==> src/rtl/alu_multicycle.sv <==
// Multi-cycle ALU: registered single-cycle logic ops plus iterative unsigned
// multiply (shift-add) and divide (restoring), behind a valid/ready handshake.
module alu_multicycle #(
    parameter int WIDTH = 32
) (
    input  logic             clock,
    input  logic             reset_n,
    input  logic [3:0]       operation,
    input  logic [WIDTH-1:0] data_0,
    input  logic [WIDTH-1:0] data_1,
    input  logic             in_valid,
    output logic             in_ready,
    output logic             out_valid,
    output logic [WIDTH-1:0] result,
    output logic [WIDTH-1:0] result_hi,
    output logic             zero,
    output logic             overflow,
    output logic             div_by_zero
);
    localparam int CW = $clog2(WIDTH) + 1;

    localparam logic [3:0] OP_AND   = 4'b0000;
    localparam logic [3:0] OP_OR    = 4'b0001;
    localparam logic [3:0] OP_ADD   = 4'b0010;
    localparam logic [3:0] OP_SUB   = 4'b0110;
    localparam logic [3:0] OP_SLT   = 4'b0111;
    localparam logic [3:0] OP_NOR   = 4'b1100;
    localparam logic [3:0] OP_MULTU = 4'b1000;
    localparam logic [3:0] OP_DIVU  = 4'b1001;

    typedef enum logic [1:0] {IDLE, MUL, DIV} state_t;

    state_t           state_q;
    logic [CW-1:0]    cnt_q;
    logic [WIDTH-1:0] hi_q, lo_q, opnd_q;
    logic             dz_q;

    logic             out_valid_q, zero_q, overflow_q, div_by_zero_q;
    logic [WIDTH-1:0] result_q, result_hi_q;

    logic [WIDTH-1:0] add_res, sub_res, sc_result;
    logic             sc_ovf;
    logic [WIDTH:0]   mul_sum, div_shift, div_trial;
    logic [WIDTH-1:0] hi_d, lo_d;

    assign add_res = data_0 + data_1;
    assign sub_res = data_0 - data_1;

    always_comb begin
        sc_result = '0;
        sc_ovf    = 1'b0;
        case (operation)
            OP_AND: sc_result = data_0 & data_1;
            OP_OR:  sc_result = data_0 | data_1;
            OP_ADD: begin
                sc_result = add_res;
                sc_ovf    = (data_0[WIDTH-1] == data_1[WIDTH-1]) &&
                            (add_res[WIDTH-1] != data_0[WIDTH-1]);
            end
            OP_SUB: begin
                sc_result = sub_res;
                sc_ovf    = (data_0[WIDTH-1] != data_1[WIDTH-1]) &&
                            (sub_res[WIDTH-1] != data_0[WIDTH-1]);
            end
            OP_SLT: sc_result = {{(WIDTH-1){1'b0}}, ($signed(data_0) < $signed(data_1))};
            OP_NOR: sc_result = ~(data_0 | data_1);
            default: sc_result = '0;
        endcase
    end

    // MUL: {hi,lo} holds partial product and the unconsumed multiplier bits.
    // DIV: hi is the partial remainder, lo shifts dividend out and quotient in.
    // A zero divisor falls out naturally as quotient all-ones, remainder = dividend.
    assign mul_sum   = {1'b0, hi_q} + (lo_q[0] ? {1'b0, opnd_q} : '0);
    assign div_shift = {hi_q, lo_q[WIDTH-1]};
    assign div_trial = div_shift - {1'b0, opnd_q};

    always_comb begin
        hi_d = hi_q;
        lo_d = lo_q;
        if (state_q == MUL) begin
            hi_d = mul_sum[WIDTH:1];
            lo_d = {mul_sum[0], lo_q[WIDTH-1:1]};
        end else if (state_q == DIV) begin
            if (!div_trial[WIDTH]) begin
                hi_d = div_trial[WIDTH-1:0];
                lo_d = {lo_q[WIDTH-2:0], 1'b1};
            end else begin
                hi_d = div_shift[WIDTH-1:0];
                lo_d = {lo_q[WIDTH-2:0], 1'b0};
            end
        end
    end

    always_ff @(posedge clock or negedge reset_n) begin
        if (!reset_n) begin
            state_q       <= IDLE;
            cnt_q         <= '0;
            hi_q          <= '0;
            lo_q          <= '0;
            opnd_q        <= '0;
            dz_q          <= 1'b0;
            out_valid_q   <= 1'b0;
            result_q      <= '0;
            result_hi_q   <= '0;
            zero_q        <= 1'b0;
            overflow_q    <= 1'b0;
            div_by_zero_q <= 1'b0;
        end else begin
            out_valid_q <= 1'b0;
            case (state_q)
                IDLE: begin
                    if (in_valid) begin
                        if (operation == OP_MULTU) begin
                            state_q <= MUL;
                            cnt_q   <= '0;
                            hi_q    <= '0;
                            lo_q    <= data_1;
                            opnd_q  <= data_0;
                            dz_q    <= 1'b0;
                        end else if (operation == OP_DIVU) begin
                            state_q <= DIV;
                            cnt_q   <= '0;
                            hi_q    <= '0;
                            lo_q    <= data_0;
                            opnd_q  <= data_1;
                            dz_q    <= (data_1 == '0);
                        end else begin
                            out_valid_q   <= 1'b1;
                            result_q      <= sc_result;
                            result_hi_q   <= '0;
                            zero_q        <= (sc_result == '0);
                            overflow_q    <= sc_ovf;
                            div_by_zero_q <= 1'b0;
                        end
                    end
                end
                MUL, DIV: begin
                    hi_q  <= hi_d;
                    lo_q  <= lo_d;
                    cnt_q <= cnt_q + CW'(1);
                    if (cnt_q == CW'(WIDTH - 1)) begin
                        state_q       <= IDLE;
                        cnt_q         <= '0;
                        out_valid_q   <= 1'b1;
                        result_q      <= lo_d;
                        result_hi_q   <= hi_d;
                        zero_q        <= (lo_d == '0);
                        overflow_q    <= 1'b0;
                        div_by_zero_q <= dz_q;
                    end
                end
                default: state_q <= IDLE;
            endcase
        end
    end

    assign in_ready    = (state_q == IDLE);
    assign out_valid   = out_valid_q;
    assign result      = result_q;
    assign result_hi   = result_hi_q;
    assign zero        = zero_q;
    assign overflow    = overflow_q;
    assign div_by_zero = div_by_zero_q;
endmodule

==> config.mk <==
export PLATFORM = sky130hd
export DESIGN_NAME = alu_multicycle
export DESIGN_NICKNAME = d
export VERILOG_FILES = /design/src/rtl/alu_multicycle.sv
export SDC_FILE = /design/constraint.sdc
export NUM_CORES = 1
export LEC_CHECK = 0
export CAP_MARGIN = 15
export CORE_AREA = 4 4 237 239
export CTS_CLUSTER_SIZE = 25
export DETAILED_ROUTE_END_ITERATION = 8
export DIE_AREA = 0 0 241 243
export HOLD_SLACK_MARGIN = 0.06
export PLACE_DENSITY_LB_ADDON = 0.12
export SYNTH_ARGS = -nofsm -noshare
export SYNTH_HDL_FRONTEND = slang
export SYNTH_SLANG_ARGS = --single-unit
==> constraint.sdc <==
create_clock -name clock -period 5.2 [get_ports clock]
set_input_delay 0.52 -clock clock [delete_from_list [all_inputs] [get_ports clock]]
set_output_delay 0.52 -clock clock [all_outputs]
set_load 0.01 [all_outputs]
* Word-level counts from Yosys, hierarchy flattened
Cells that the tools add are included.
W data, S select, Z words.
** Word-level totals
- Register bits after elaboration :: 173
- Memories :: 0
- Bits in latches :: 0
- Memory bits (read-only) :: 0
- Input port bits :: 71
- RAM bits :: 0
** Operators by class
- Multipliers :: 0
- Magnitude comparators :: 1
- Div/mod/pow operators :: 0
- Shifts and indexed selects :: 0
- Multiplexer cells :: 61
- Bitwise logic cells :: 3
- $add $sub $neg :: 5
- Reductions and logical operators :: 14
- Equality and inequality tests :: 19
** Operators by type and width (number)
- $mux W32 :: 22
- $pmux W32 S2 :: 4
- $pmux W32 S6 :: 1
- $logic_not A32 Y1 :: 3
- $add A32 B32 Y33 :: 1
- $sub A33 B32 Y33 :: 1
- $add A32 B32 Y32 :: 1
- $and A32 B32 Y32 :: 1
- $lt A32 B32 Y1 :: 1
- $not A32 Y32 :: 1
- $or A32 B32 Y32 :: 1
- $sub A32 B32 Y32 :: 1
- $mux W6 :: 4
- $mux W1 :: 19
- $eq A4 B4 Y1 const B :: 3
- $pmux W6 S2 :: 1
- $pmux W1 S2 :: 5
- $reduce_and A3 Y1 :: 3
- $eq A4 B3 Y1 const B :: 2
- $mux W2 :: 4
- $ne A2 B2 Y1 const B :: 4
- $add A6 B1 Y6 const B :: 1
- $eq A6 B5 Y1 const B :: 1
- $reduce_and A5 Y1 :: 1
- other kinds (13) :: 17

* Depth between registers and ports, before layout
Gate-level depths: netlist of run 1.
- Depth after elaboration :: 8
- Depth in mapped cells :: 16
- Mapped depth without buffers :: 15

* Worst setup path after synthesis of run 1
Ideal clock, no wire load.
- Path kind :: reg2reg
- Start point :: register lo_q[0]
- End point :: register result_hi_q[17], in the netlist result_hi[17]
- Buffers on the path :: 1
- Arrival time :: 3.347 ns
- Required time :: 5.060 ns
- Stages on the path, launching flop included :: 16
- Setup slack :: 1.713 ns
- Cell sequence :: dfrtp_1 -> clkbuf_1 -> and2_1 -> ha_1 -> fa_1 -> a21oi_1 -> o21ai_0 -> a2111oi_0 -> o21bai_1 -> a211oi_1 -> nor2_1 -> a211oi_1 -> o21bai_1 -> xor2_1 -> a22oi_1 -> a31oi_1
** On the way
- Longest elaborated chain between the ends :: 5
** Ends and longest elaborated chain
- start: declaration :: line 35 : logic [WIDTH-1:0] hi_q, lo_q, opnd_q;
- start signal: assignment :: line 118 : lo_q <= data_1;
- start signal: assignment :: line 125 : lo_q <= data_0;
- start signal: assignment :: line 140 : lo_q <= lo_d;
- $mux W32 :: line 74 : assign mul_sum = {1'b0, hi_q} + (lo_q[0] ? {1'b0, opnd_q} : '0);
- $add A32 B32 Y33 :: line 74
- $mux W32 :: line 81 : if (state_q == MUL) begin
- $mux W32 :: line 142 : if (cnt_q == CW'(WIDTH - 1)) begin
- $pmux W32 S2 :: line 111 : case (state_q)
- end signal: assignment :: line 147 : result_hi_q <= hi_d;
- end: declaration :: line 39 : logic [WIDTH-1:0] result_q, result_hi_q;
No other way between the ends. The select of a mux whose other input is x is not followed.
A chain may end at the register's enable or synchronous reset.

* Worst setup path after layout of run 1
- Start point :: register lo_q[31]
- End point :: register result_hi_q[8], in the netlist result_hi[8]
** On the way
- Longest elaborated chain between the ends :: 6
** Ends and longest elaborated chain
- $sub A33 B32 Y33 :: line 76 : assign div_trial = div_shift - {1'b0, opnd_q};
- $mux W32 :: line 85 : if (!div_trial[WIDTH]) begin
- $mux W32 :: line 84 : end else if (state_q == DIV) begin
- $mux W32 :: line 81
- $mux W32 :: line 142
- $pmux W32 S2 :: line 111
No other way between the ends. The select of a mux whose other input is x is not followed.

==> impl_metrics.tcl, run 1 <==
set metrics [dict create \
    max-cap-violations 0 \
    hold_path_class "reg2reg" \
    die_x_microns 241 \
    met1_usage 0.376 \
    grt-busiest-layer "met2" \
    synth-edff-count 0 \
    syn_area_per_cell_sq_um 7.57 \
    yosysUniqueCellTypes 96 \
    syn-num-nets 2731 \
    reg2reg_depth 17 \
    slew_headroom 0.397 \
    cts_sinks 173 \
    leakage_nw 9.52 \
    grt_util_all_layers 0.264 \
    postCtsHoldBufs 1 \
    vdd.ir_drop.worst_mv 0.272 \
    synth_top_area_frac 0.231 \
    powerDensity_mw_per_mm2 528 \
    startpoint_type "register" \
    crit_required_ns 5.61 \
    clk_latency_ns 0.47 \
    synth_top_cells_by_area "dfrtp_1, ha_1, o21ai_0, nand2_1, a21oi_1" \
    grt_overflow 0 \
    cts_tree "done" \
    insertedDiodeCount 0 \
    yosysSeqAreaShare 0.231 \
    critPathArrivalTime_ns 4.98 \
    syn_to_final_growth_pct 16.0 \
    tns_ns 0 \
    ys_async_sr_fraction 1.00 \
    worst-setup-path-type "reg2reg" \
    clkTransAtPathRegs_ns 0.07 \
    wl_per_cell_microns 24.1 \
    die_h_microns 243 \
    wl_mm 79.1 \
    grt_start_max_net_pins 110 \
    netlist_area_sq_mm 0.0188 \
    synth_top_cell_by_area "dfrtp_1" \
    synth_cells 2479 \
    clock_skew_ns 0.0131 \
    drive_above_1_share 0.0713 \
    whs_ns 0.478 \
    maxSlewViolCount 0 \
    place_congestion 0.927 \
    grt_pass1_vias 18600 \
    htreeDepth 4 \
    numCtsBuffers 17 \
    cts_resized 0 \
    fp.coreArea_sq_mm 0.0538 \
    std_cell_rows 85 \
    hpwlAfterDp_mm 63.0 \
    ys.flop_type "dfrtp_1" \
    nets 2819 \
    drt_pass1_iterations 8 \
    period_share 0.879 \
    cp_max_fo 11 \
    status "completed" \
    grt_pass1_wl_mm 119 \
    routed-via-count 19400 \
    endpoint_kind "register" \
    io_pins 140 \
    clockBufferDepth 2 \
    grt_setup_unrepaired "no" \
    root_buffer "clkbuf_16" \
    final_common_cell "nand2_1" \
    post-route-min-period_ns 4.57 \
    final-hold-violation-count 0 \
    post_cts_buffers 0 \
    die-area_sq_mm 0.0586 \
    first_iter_violations 1625 \
    hold_depth 2 \
    io_buffers 139 \
    grt_use_met3 0.0217 \
    vias_per_cell 5.92 \
    route.detailed.drc 0 \
    ys_ff_latch 173 \
    max_freq_ghz 0.219 \
    worst_pin_slew_ns 0.882 \
    grt_use_met2 0.421 \
    layout_common_cells "nand2_1, o21ai_0, nor2_1" \
    yosys_warnings 0 \
    start_util 0.349 \
    antenna_found_initial 8 \
    setup_viol 0 \
    postRouteAntennaNets 0 \
]
## flip-flops by register name (all words and copies together), names as in the netlist
| name | cells |
|---|---|
| opnd_q | 32 |
| out_valid | 1 |
| zero | 1 |
| div_by_zero | 1 |
| hi_q | 32 |
| cnt_q | 6 |
| result | 32 |
| dz_q | 1 |
| result_hi | 32 |
| state_q | 2 |
| overflow | 1 |
| lo_q | 32 |
## worst max-delay path: stages (launching register included)
cell       delay, ns
dfrtp_1         0.37
inv_1           0.18
ha_1            0.21
inv_1           0.06
fa_1            0.40
a21oi_1         0.22
o21ai_0         0.19
nand3_1         0.14
nand3_1         0.19
o2111ai_2       0.37
nand3_1         0.22
a21boi_0        0.36
buf_12          0.19
nor2_1          0.09
mux2i_1         0.16
a2111oi_0       0.83
buf_4           0.23
a211o_1         0.09
## synthesized netlist by cell type, types with 50 or more instances
master,count
dfrtp_1,173
ha_1,177
mux2i_1,77
o21ai_0,249
a21o_1,54
nor2_1,208
nor3_1,51
nand3_1,50
clkbuf_1,114
inv_1,156
a21oi_1,180
nand2_1,287
## layer usage
metal	vias up	wire length [microns]
li1	9202	-
met3	97	3910
met2	663	35700
met4	0	2570
met1	9434	36900
met5	-	0
## kinds of logic (layout without fill, tap and decap cells)
family,after synthesis,after routing,synth area share
flip-flops,173,173,0.231
AND/OR/NAND/NOR,812,812,0.204
AO/OA/AOI/OAI,859,859,0.303
adder cells (fa/ha/maj),181,181,0.122
buffers and inverters,305,406,0.0632
XOR/XNOR,57,57,0.0266
multiplexers,92,92,0.0501
## cell type report
class	instances	area, sq um
clock buffers	19	453
clock inverters	13	155
fillers	5593	32100
inverters	157	589
multi-input cells	2001	13300
flip-flops and latches	173	4330
well taps	696	871
repair buffers	217	2050
## stage by stage
| step | area [sq um] | util | power [mW] | worst slack (ns) | instances |
|---|---|---|---|---|---|
| floorplan | 18800 | - | 7.20 | 1.71 | 2479 |
| finish | 21800 | 0.404 | 11.5 | 0.628 | 3276 |
| global placement | 21100 | 0.393 | 9.99 | 0.223 | 3243 |
| global route | 21800 | 0.404 | 12.4 | 0.318 | 3276 |
| CTS | 21800 | 0.404 | 11.5 | 0.683 | 3276 |
| detailed placement | 21100 | 0.393 | 10.0 | 0.246 | 3243 |
## where the power goes
part	switching (mW)	leakage (nW)	internal, mW
logic	4.63	6.97	2.92
registers	0.649	2.26	1.90
clock network	0.636	0.294	0.746
total	5.92	9.52	5.57
## path summary, 6_finish.rpt
kind / from / to / slack (ns)
min: result_hi[1]$_DFFE_PN0P_ / result_hi[1]$_DFFE_PN0P_ / 0.48
max in group asynchronous: reset_n / lo_q[27]$_DFFE_PN0P_ / 3.52
min in group asynchronous: reset_n / result_hi[0]$_DFFE_PN0P_ / 0.61
max reg2reg: lo_q[31]$_DFFE_PN0P_ / result_hi[8]$_DFFE_PN0P_ / 0.63
min reg2reg: result_hi[1]$_DFFE_PN0P_ / result_hi[1]$_DFFE_PN0P_ / 0.48
max: lo_q[31]$_DFFE_PN0P_ / result_hi[8]$_DFFE_PN0P_ / 0.63
Note: power is estimated with default switching activity, not from simulation.
==> run 2: changes to the inputs <==
--- a/config.mk
+++ b/config.mk
@@ -10,8 +10,10 @@
 export CTS_CLUSTER_SIZE = 25
 export DETAILED_ROUTE_END_ITERATION = 8
 export DIE_AREA = 0 0 241 243
+export GPL_TIMING_DRIVEN = 0
 export HOLD_SLACK_MARGIN = 0.06
 export PLACE_DENSITY_LB_ADDON = 0.12
+export SLEW_MARGIN = 15
 export SYNTH_ARGS = -nofsm -noshare
 export SYNTH_HDL_FRONTEND = slang
 export SYNTH_SLANG_ARGS = --single-unit
==> run 2 against run 1 <==
Effect of this change: count of clock-buffer cells in the layout down 2; die area unchanged; sequential power about the same; critical path type unchanged; maximum frequency down 11%; register-to-register slack worse by 0.58 ns; critical endpoint is now hi_q[28]$_DFFE_PN0P_; final cell count up 2.2%; via count up 5.5%; largest power group unchanged; utilization down 0.17 points; global-route usage up 3.7 points.
==> impl_metrics.tcl, run 2 (synthesized netlist as in run 1, its figures left out) <==
set metrics [dict create \
    cp_max_fo 10 \
    start_util 0.349 \
    period_share 0.991 \
    root_buffer "clkbuf_16" \
    layout_common_cells "nand2_1, o21ai_0, nor2_1" \
    htreeDepth 4 \
    total_power_mw 11.8 \
    slew_headroom 0.188 \
    setup_viol 0 \
    wl_per_cell_microns 27.1 \
    clock_skew_ns 0.0134 \
    clockBufferDepth 2 \
    place_congestion 0.934 \
    max-cap-violations 0 \
    finish.utilization 0.403 \
    slowest_delay_ns 0.51 \
    powerDensity_mw_per_mm2 544 \
    grt_util_all_layers 0.301 \
    insertedDiodeCount 0 \
    grt_pass1_vias 20100 \
    maxSlewViolCount 0 \
    postRouteAntennaNets 0 \
    vdd.ir_drop.worst_mv 0.284 \
    drive_above_1_share 0.0434 \
    fp.coreArea_sq_mm 0.0538 \
    cp_top_family "compound AO/OA/AOI/OAI gates" \
    std_cell_rows 85 \
    critPathArrivalTime_ns 5.50 \
    setup_ws_ns 0.0482 \
    rrSetupSlack_ns 0.05 \
    worst-setup-path-type "reg2reg" \
    clkTransAtPathRegs_ns 0.08 \
    hold_path_class "in2async" \
    rr_startpoint "lo_q[31]$_DFFE_PN0P_" \
    postLayoutCellArea_sq_mm 0.0217 \
    first_iter_violations 1847 \
    numCtsBuffers 17 \
    crit_path_top_delay_cell "a31oi_1" \
    clk_latency_ns 0.46 \
    antenna_found_initial 2 \
    syn_to_final_growth_pct 15.5 \
    grt_pass1_wl_mm 133 \
    worstReg2RegEnd "hi_q[28]$_DFFE_PN0P_" \
    grt_start_max_net_pins 100 \
    dp_slack_ns -0.302 \
    nets 2891 \
    die-area_sq_mm 0.0586 \
    leakage_nw 9.36 \
    vias_per_cell 6.11 \
    postCtsHoldBufs 0 \
    cp_common_cell "nand3_1" \
    grt_overflow 0 \
    final_common_cell "nand2_1" \
    reg2reg_depth 16 \
    crit_required_ns 5.55 \
    critPathBufInv 3 \
    cts_tree "done" \
    startpoint_type "register" \
    io_buffers 139 \
    place_area_sq_mm 0.0211 \
    post_cts_buffers 0 \
    die_x_microns 241 \
    routed-via-count 20500 \
    post-route-min-period_ns 5.15 \
    wl_mm 90.8 \
    route.detailed.drc 0 \
    worst_pin_slew_ns 1.21 \
    cts_resized 0 \
    grt_setup_unrepaired "no" \
    die_h_microns 243 \
    status "completed" \
    crit_chain "inv_1 > ha_1 > inv_1 > fa_1 > a21oi_1 > o21ai_0 > nand3_1 > nand3_1 > o2111ai_2 > nand3_1 > a31oi_1 > nand2_1 > buf_2 > a221oi_1 > a211oi_1 > a22o_1" \
    cts_sinks 173 \
    max_freq_ghz 0.194 \
    io_pins 140 \
    final-hold-violation-count 0 \
    endpoint_kind "register" \
    drt_pass1_iterations 6 \
    hpwlAfterDp_mm 72.7 \
]
-- run 2: cell count changes in the layout (fill, tap and decap cells not counted), moves of 5 or more --
| cell | previous run | this run |
|---|---|---|
| buf_1 | 0 | 16 |
| buf_12 | 5 | 0 |
| buf_2 | 0 | 12 |
| buf_4 | 72 | 6 |
| clkbuf_1 | 0 | 114 |
-- run 2: worst reg2reg max path: stages, from the launching register on --
cell and delay (ns):
dfrtp_1 0.45, inv_1 0.12, ha_1 0.18, inv_1 0.06, fa_1 0.41, a21oi_1 0.22
o21ai_0 0.18, nand3_1 0.14, nand3_1 0.32, o2111ai_2 0.38, nand3_1 0.21, a31oi_1 0.51
nand2_1 0.50, buf_2 0.39, a221oi_1 0.49, a211oi_1 0.19, a22o_1 0.29
-- run 2: cell type report --
| class | instances | area [sq um] |
|---|---|---|
| Clock buffer | 17 | 425 |
| Buffer | 148 | 597 |
| Timing Repair Buffer | 141 | 1430 |
| Clock inverter | 15 | 175 |
| Inverter | 157 | 589 |
| Tap cell | 696 | 871 |
| Sequential cell | 173 | 4330 |
| Multi-Input combinational cell | 2001 | 13200 |
| Fill cell | 5639 | 32200 |
-- run 2: per-stage QoR --
step           TNS, ns  instances  hold slack [ns]
2_1_floorplan        0       2479            0.224
3_3_place_gp   -694.05       3314            0.468
3_5_place_dp    -0.583       3316            0.470
4_1_cts              0       3348           0.0699
5_1_grt              0       3348           0.0986
6_report             0       3348           0.0636
-- run 2: power breakdown --
part / leakage, nW / switching [mW] / total (mW) / internal [mW]
Clock: 0.292 / 0.673 / 1.36 / 0.688
Sequential: 2.26 / 0.681 / 2.58 / 1.90
Combinational: 6.81 / 5.10 / 7.85 / 2.75
-- run 2: how the worst max path moves through the flow --
stage / startpoint / to / slack (ns) / depth (start not counted)
3_3_place_gp: reset_n / result[23]$_DFFE_PN0P_ / -4.04 / 1
3_5_place_dp: operation[2] / result[30]$_DFFE_PN0P_ / -0.30 / 11
2_1_floorplan: lo_q[0]$_DFFE_PN0P_ / result_hi[17]$_DFFE_PN0P_ / 1.71 / 15
5_1_grt: lo_q[31]$_DFFE_PN0P_ / hi_q[28]$_DFFE_PN0P_ / 0.006 / 16
6_report: lo_q[31]$_DFFE_PN0P_ / hi_q[28]$_DFFE_PN0P_ / 0.05 / 16
4_1_cts: lo_q[31]$_DFFE_PN0P_ / hi_q[28]$_DFFE_PN0P_ / 0.18 / 16
-- run 2: layer usage --
layer  up-vias  GRT usage  routed length (microns)
met5         -          0                       13
met4         2      0.113                     3600
met3       167     0.0326                     5120
met2       878      0.506                    43200
met1     10100      0.397                    38800
li1       9359          -                        -
==> run 3: changes to the inputs <==
--- a/config.mk
+++ b/config.mk
@@ -17,3 +17,4 @@
 export SYNTH_ARGS = -nofsm -noshare
 export SYNTH_HDL_FRONTEND = slang
 export SYNTH_SLANG_ARGS = --single-unit
+export TNS_END_PERCENT = 30
==> constraint.sdc (replaced) <==
create_clock -name clock -period 5.7 [get_ports clock]
set_input_delay 0.57 -clock clock [delete_from_list [all_inputs] [get_ports clock]]
set_output_delay 0.57 -clock clock [all_outputs]
set_load 0.01 [all_outputs]
==> results of run 3 <==
Same layout as run 2 (identical final DEF). Status: completed.
Main changes from that run: setup slack after placement -0.302 ns -> 0.148 ns; setup slack after layout 0.0482 ns -> 0.524 ns; hold slack 0.0636 ns -> 0.114 ns; start point of the critical path lo_q[31]$_DFFE_PN0P_ -> operation[2]; end point of the critical path hi_q[28]$_DFFE_PN0P_ -> zero$_DFFE_PN0P_; register-to-register setup slack 0.05 ns -> 0.55 ns; total power 11.8 mW -> 10.8 mW; worst IR drop on VDD 0.284 mV -> 0.259 mV
